==> src/rtl/usb_host_arbiter.sv <==
// Fixed-priority PHY transmit arbiter: six sources onto one registered UTMI/ULPI TX data/valid pair.
// Optional status outputs (arb_grant, arb_conflict) are enabled by defining USB_HOST_ARB_STATUS_EN.
module usb_host_arbiter #(
    parameter int unsigned DATA_W = 8
) (
    input  logic              clk,
    input  logic              rst_n,
    input  logic [DATA_W-1:0] reset_tx_data,
    input  logic              reset_tx_valid,
    input  logic              reset_active,
    input  logic [DATA_W-1:0] enum_tx_data,
    input  logic              enum_tx_valid,
    input  logic              enum_active,
    input  logic [DATA_W-1:0] trans_tx_data,
    input  logic              trans_tx_valid,
    input  logic              trans_active,
    input  logic [DATA_W-1:0] sof_tx_data,
    input  logic              sof_tx_valid,
    input  logic              sof_active,
    input  logic [DATA_W-1:0] token_tx_data,
    input  logic              token_tx_valid,
    input  logic              token_active,
    input  logic [DATA_W-1:0] protocol_tx_data,
    input  logic              protocol_tx_valid,
    input  logic              protocol_active,
`ifdef USB_HOST_ARB_STATUS_EN
    output logic [2:0]        arb_grant,
    output logic              arb_conflict,
`endif
    output logic [DATA_W-1:0] phy_tx_data,
    output logic              phy_tx_valid
);

    logic [DATA_W-1:0] data_d, data_q;
    logic              valid_d, valid_q;

    // Selection looks only at *_active; a granted source with valid low still drives its data.
    always_comb begin
        data_d  = '0;
        valid_d = 1'b0;
        if (reset_active) begin
            data_d  = reset_tx_data;
            valid_d = reset_tx_valid;
        end else if (enum_active) begin
            data_d  = enum_tx_data;
            valid_d = enum_tx_valid;
        end else if (trans_active) begin
            data_d  = trans_tx_data;
            valid_d = trans_tx_valid;
        end else if (sof_active) begin
            data_d  = sof_tx_data;
            valid_d = sof_tx_valid;
        end else if (token_active) begin
            data_d  = token_tx_data;
            valid_d = token_tx_valid;
        end else if (protocol_active) begin
            data_d  = protocol_tx_data;
            valid_d = protocol_tx_valid;
        end
    end

    always_ff @(posedge clk) begin
        if (!rst_n) begin
            data_q  <= '0;
            valid_q <= 1'b0;
        end else begin
            data_q  <= data_d;
            valid_q <= valid_d;
        end
    end

    assign phy_tx_data  = data_q;
    assign phy_tx_valid = valid_q;

`ifdef USB_HOST_ARB_STATUS_EN
    localparam logic [2:0] GrantIdle = 3'd7;

    logic [2:0] grant_d, grant_q;
    logic       conflict_d, conflict_q;
    logic [5:0] active_vec;

    assign active_vec = {protocol_active, token_active, sof_active,
                         trans_active, enum_active, reset_active};

    always_comb begin
        grant_d = GrantIdle;
        if (reset_active)         grant_d = 3'd0;
        else if (enum_active)     grant_d = 3'd1;
        else if (trans_active)    grant_d = 3'd2;
        else if (sof_active)      grant_d = 3'd3;
        else if (token_active)    grant_d = 3'd4;
        else if (protocol_active) grant_d = 3'd5;
        // More than one bit set: clear the lowest set bit and see if anything remains.
        conflict_d = |(active_vec & (active_vec - 6'd1));
    end

    always_ff @(posedge clk) begin
        if (!rst_n) begin
            grant_q    <= GrantIdle;
            conflict_q <= 1'b0;
        end else begin
            grant_q    <= grant_d;
            conflict_q <= conflict_d;
        end
    end

    assign arb_grant    = grant_q;
    assign arb_conflict = conflict_q;
`endif

endmodule

==> config.mk <==
export PLATFORM = sky130hd
export DESIGN_NAME = usb_host_arbiter
export DESIGN_NICKNAME = d
export VERILOG_FILES = /design/src/rtl/usb_host_arbiter.sv
export SDC_FILE = /design/constraint.sdc
export NUM_CORES = 1
export LEC_CHECK = 0
export BUFFER_PORTS_ARGS = -buffer_cell sky130_fd_sc_hd__buf_2
export CAP_MARGIN = 0
export CORE_ASPECT_RATIO = 0.9
export CORE_MARGIN = 8
export CORE_UTILIZATION = 38
export CTS_BUF_LIST = sky130_fd_sc_hd__clkbuf_4 sky130_fd_sc_hd__clkbuf_8
export DETAILED_ROUTE_END_ITERATION = 10
export PLACE_DENSITY = 0.95
export SYNTH_ARGS = -nofsm -noshare
export SYNTH_HDL_FRONTEND = slang
export SYNTH_SLANG_ARGS = --single-unit
==> constraint.sdc <==
create_clock -name clk -period 1.3 [get_ports clk]
set_input_delay 0.13 -clock clk [delete_from_list [all_inputs] [get_ports clk]]
set_output_delay 0.13 -clock clk [all_outputs]
set_load 0.01 [all_outputs]
# == Word level (Yosys, flattened, before mapping) ==
# Index checks and enable logic that the tools add are counted.
# totals
reg_bits,9
input_bits,62
wordCells,14
# classes
muxes,12
# ops
cell,count
two-way mux 8 bit,6
two-way mux 1 bit,6

# == Logic depth before layout (Yosys ltp) ==
# logic_depth
depth_word,6
ltp_mapped,4

# == Worst setup path before layout ==
# OpenSTA, ideal clock, no wires.
# synth_path
path_type,input -> register
start,input reset_active
end,"register data_q[0], in the netlist phy_tx_data[0]"
arrival_ns,0.737
path_slack_ns,0.435
stages,4
n_path_buf,1
cell_sequence,clkbuf_1 > inv_1 > o21ai_0 > a21oi_1
# synth_via
elab_chain_len,1
# synth_lines
element,line,text
from (decl),10,"input logic reset_active,"
two-way mux 8 bit,41,if (reset_active) begin
to (signal assigned),67,data_q <= data_d;
to (decl),34,"logic [DATA_W-1:0] data_d, data_q;"
# Every way passes these cells.
# A chain may end at the register's enable or synchronous reset.

# == Final worst setup path ==
# layout_path
start,input enum_active
end,"register data_q[0], in the netlist phy_tx_data[0]"
# layout_via
elab_chain_len,2
# layout_lines
element,line,text
from (decl),13,"input logic enum_active,"
two-way mux 8 bit,44,end else if (enum_active) begin
two-way mux 8 bit,41,
# Every way passes these cells.

==> results by group <==
Synth
  – Mean area per synthesized cell: 9.02 um2
  – #FFs+latches synth: 9
  – Number of synthesized flops with an enable pin: 0
  – Mapped Area: 658 um2
  – Leading post-synthesis cells by cell area: dfxtp_1 (27%), and3b_2 (12%), a21o_2 (12%)
  – Syn Inst Count: 73
  – Synth cell types: 19
  – Ys Warns: 0
  – Most frequent cells after synthesis: a21o_2 (9), a21oi_1 (9), dfxtp_1 (9), o21ai_0 (9)
  – Post-synth ARST share: 0
  – Top cell type's share of synthesized area: 0.274
  – Synth area leader: dfxtp_1
  – Share of the yosys chip area belonging to registers: 0.274
  – Synth Net Count: 135
  – Top FF cell, synth: dfxtp_1

Timing
  – Endpoints failing setup: 0
  – Final Max Slew Viols: 0
  – Worst-Margin Slew: 564 ps
  – Setup TNS: 0 ps
  – Crit share post-route: 0.738
  – Max Fclk: 1040 MHz
  – Minimum hold slack: 138 ps
  – Final Hold Viols: 0
  – RSZ-0062 raised after global routing: no
  – Min cycle time layout: 959 ps
  – Worst relative slew slack: 0.623

Setup path
  – CP Capture Type: flop
  – Critical Path Stages: 4
  – Critical path peak fanout: 12
  – Crit path from: enum_active
  – Worst EP required: 1490 ps
  – Cell Chain, Critical Path: buf_2, nor2b_1, a221oi_1, a21oi_1
  – Crit Path Class: in2reg
  – Worst Setup Start Kind: input port
  – Buffers and inverters on the worst path: 1
  – Crit path largest cell delay: 480 ps
  – Critical path arrival: 1150 ps
  – CP max stage cell: nor2b_1
  – Crit path max-delay family: simple AND/OR/NAND/NOR gates
  – Setup crit end: phy_tx_data[0]$_SDFF_PN0_

Final layout
  – FILL cells: 168
  – Area grow syn2layout: 57.6%
  – Nets: 205
  – Layout cells sized above 1: 0.655
  – Diode count: 0
  – Final instance count without filler cells: 166

Clock network
  – Sink Count: 9
  – CTS Buf Count: 3
  – CTS max path bufs: 2
  – TritonCTS clock tree: built
  – Clock Root Buffer: clkbuf_4
  – Setup bufs post-CTS: 0
  – Max H-tree Level: 1
  – CTS resizes: 0
  – Clock-pin slew on the worst setup and hold paths: 60 ps
  – Post-CTS Hold Buffers: 0

GRT
  – Most Crowded Layer GR: met2
  – Global-route met2 utilization: 0.291
  – Met3 global-route usage: 0.0647
  – Total global-route track usage: 0.166
  – Vias in the first global route: 974
  – First-pass GRT wire length: 4330 um
  – Largest net degree at the start of global routing: 19
  – Initial antenna violation count: 0
  – GR Overflow Total: 0
  – Met1 GRT Util: 0.177

Floorplanning
  – Core Area: 1650 um2
  – # rows: 14
  – IO Pins: 71
  – Starting Density: 0.400
  – Die Span Y: 55.5 um
  – Die X-Extent: 59.9 um
  – Die area: 3320 um2

Hold path
  – Hold/Removal Path Class: in2reg

Pwr
  – Sequential share of power: 0.387
  – NetSw: 214 uW
  – Power Density: 752 nW/um2
  – Peak VDD IR: 0.541 mV
  – Tot Pwr: 780 uW
  – Clock share of power: 0.295
  – LEAKAGE: 0.000541 uW
  – Combinational group share of total power: 0.318
  – Sw frac: 0.274
  – Internal: 567 uW

Detailed routing
  – WL per Instance: 16.9 um
  – 1st-pass router iterations: 4
  – Vias per std cell: 5.48
  – Antenna-violating nets left: 0
  – Total Wirelength: 2800 um
  – DRC violations left: 0
  – Iter 0 DRT Violations: 12
  – Vias: 910

Place
  – Port bufs: 70
  – Inst Count DP: 162
  – Gpl congestion: 0.773

Flow run
  – Max capacitance violation total: 0

Outcome
  – Status: finished clean
-- power groups by stage --
stage               sequential (uW)  clock, uW  combinational [uW]
finish                          302        230                 248
global route                    304        256                 270
CTS                             302        237                 248
detailed placement              308          0                 247
global placement                307          0                 237
floorplan                       321          0                 102
-- layout make-up --
type | instances | area [um2] | area share
Clock buffer | 4 | 30.0 | 0.0290
Inverter | 2 | 7.51 | 0.00724
Multi-Input combinational cell | 57 | 439 | 0.423
Sequential cell | 9 | 180 | 0.174
Tap cell | 24 | 30.0 | 0.0290
Timing Repair Buffer | 70 | 350 | 0.338
-- state kept, by name, summed over array words and instances, names as in the netlist --
register and cells:
phy_tx_valid 1, phy_tx_data 8
-- placed cells by master (no fill, tap or decap), drive strengths merged --
cell type / netlist / routed
a21o: 9 / 9
and3b: 9 / 9
clkinv: 1 / 1
clkbuf: 3 / 4
o221ai: 9 / 9
nand3b: 1 / 1
buf: 2 / 70
a31oi: 1 / 1
dfxtp: 9 / 9
o21ai: 9 / 9
a21oi: 9 / 9
inv: 1 / 1
a221oi: 8 / 8
nor2b: 1 / 1
nor2: 1 / 1
-- cell families after synthesis --
| kind of cell | count (synthesis) | share of synthesized area |
|---|---|---|
| buffers and inverters | 7 | 0.0589 |
| AND/OR/NAND/NOR | 12 | 0.165 |
| flip-flops | 9 | 0.274 |
| AO/OA/AOI/OAI | 45 | 0.502 |
-- stage by stage --
| step | setup WS [ps] | area (um2) | util |
|---|---|---|---|
| global route | 283 | 1040 | 0.630 |
| global placement | 235 | 1010 | 0.612 |
| detailed placement | 102 | 1010 | 0.612 |
| finish | 341 | 1040 | 0.630 |
| floorplan | 435 | 658 | - |
| CTS | 372 | 1040 | 0.630 |
-- per-layer routing --
metal	vias to the layer above	share of wire
li1	441	-
met1	421	0.39
met2	46	0.53
met3	2	0.074
met4	0	0.0093
met5	-	0
-- worst min-delay path by stage --
stage / startpoint / to / slack (ps) / cells after the start
global route: reset_tx_data[3] / phy_tx_data[3]$_SDFF_PN0_ / 120 / 3
CTS: reset_tx_data[7] / phy_tx_data[7]$_SDFF_PN0_ / 130 / 3
floorplan: rst_n / phy_tx_data[6]$_SDFF_PN0_ / 270 / 2
global placement: reset_tx_data[4] / phy_tx_data[4]$_SDFF_PN0_ / 400 / 3
detailed placement: reset_tx_data[7] / phy_tx_data[7]$_SDFF_PN0_ / 400 / 3
finish: reset_tx_data[7] / phy_tx_data[7]$_SDFF_PN0_ / 140 / 3
Power figures use the tool's default switching activity.
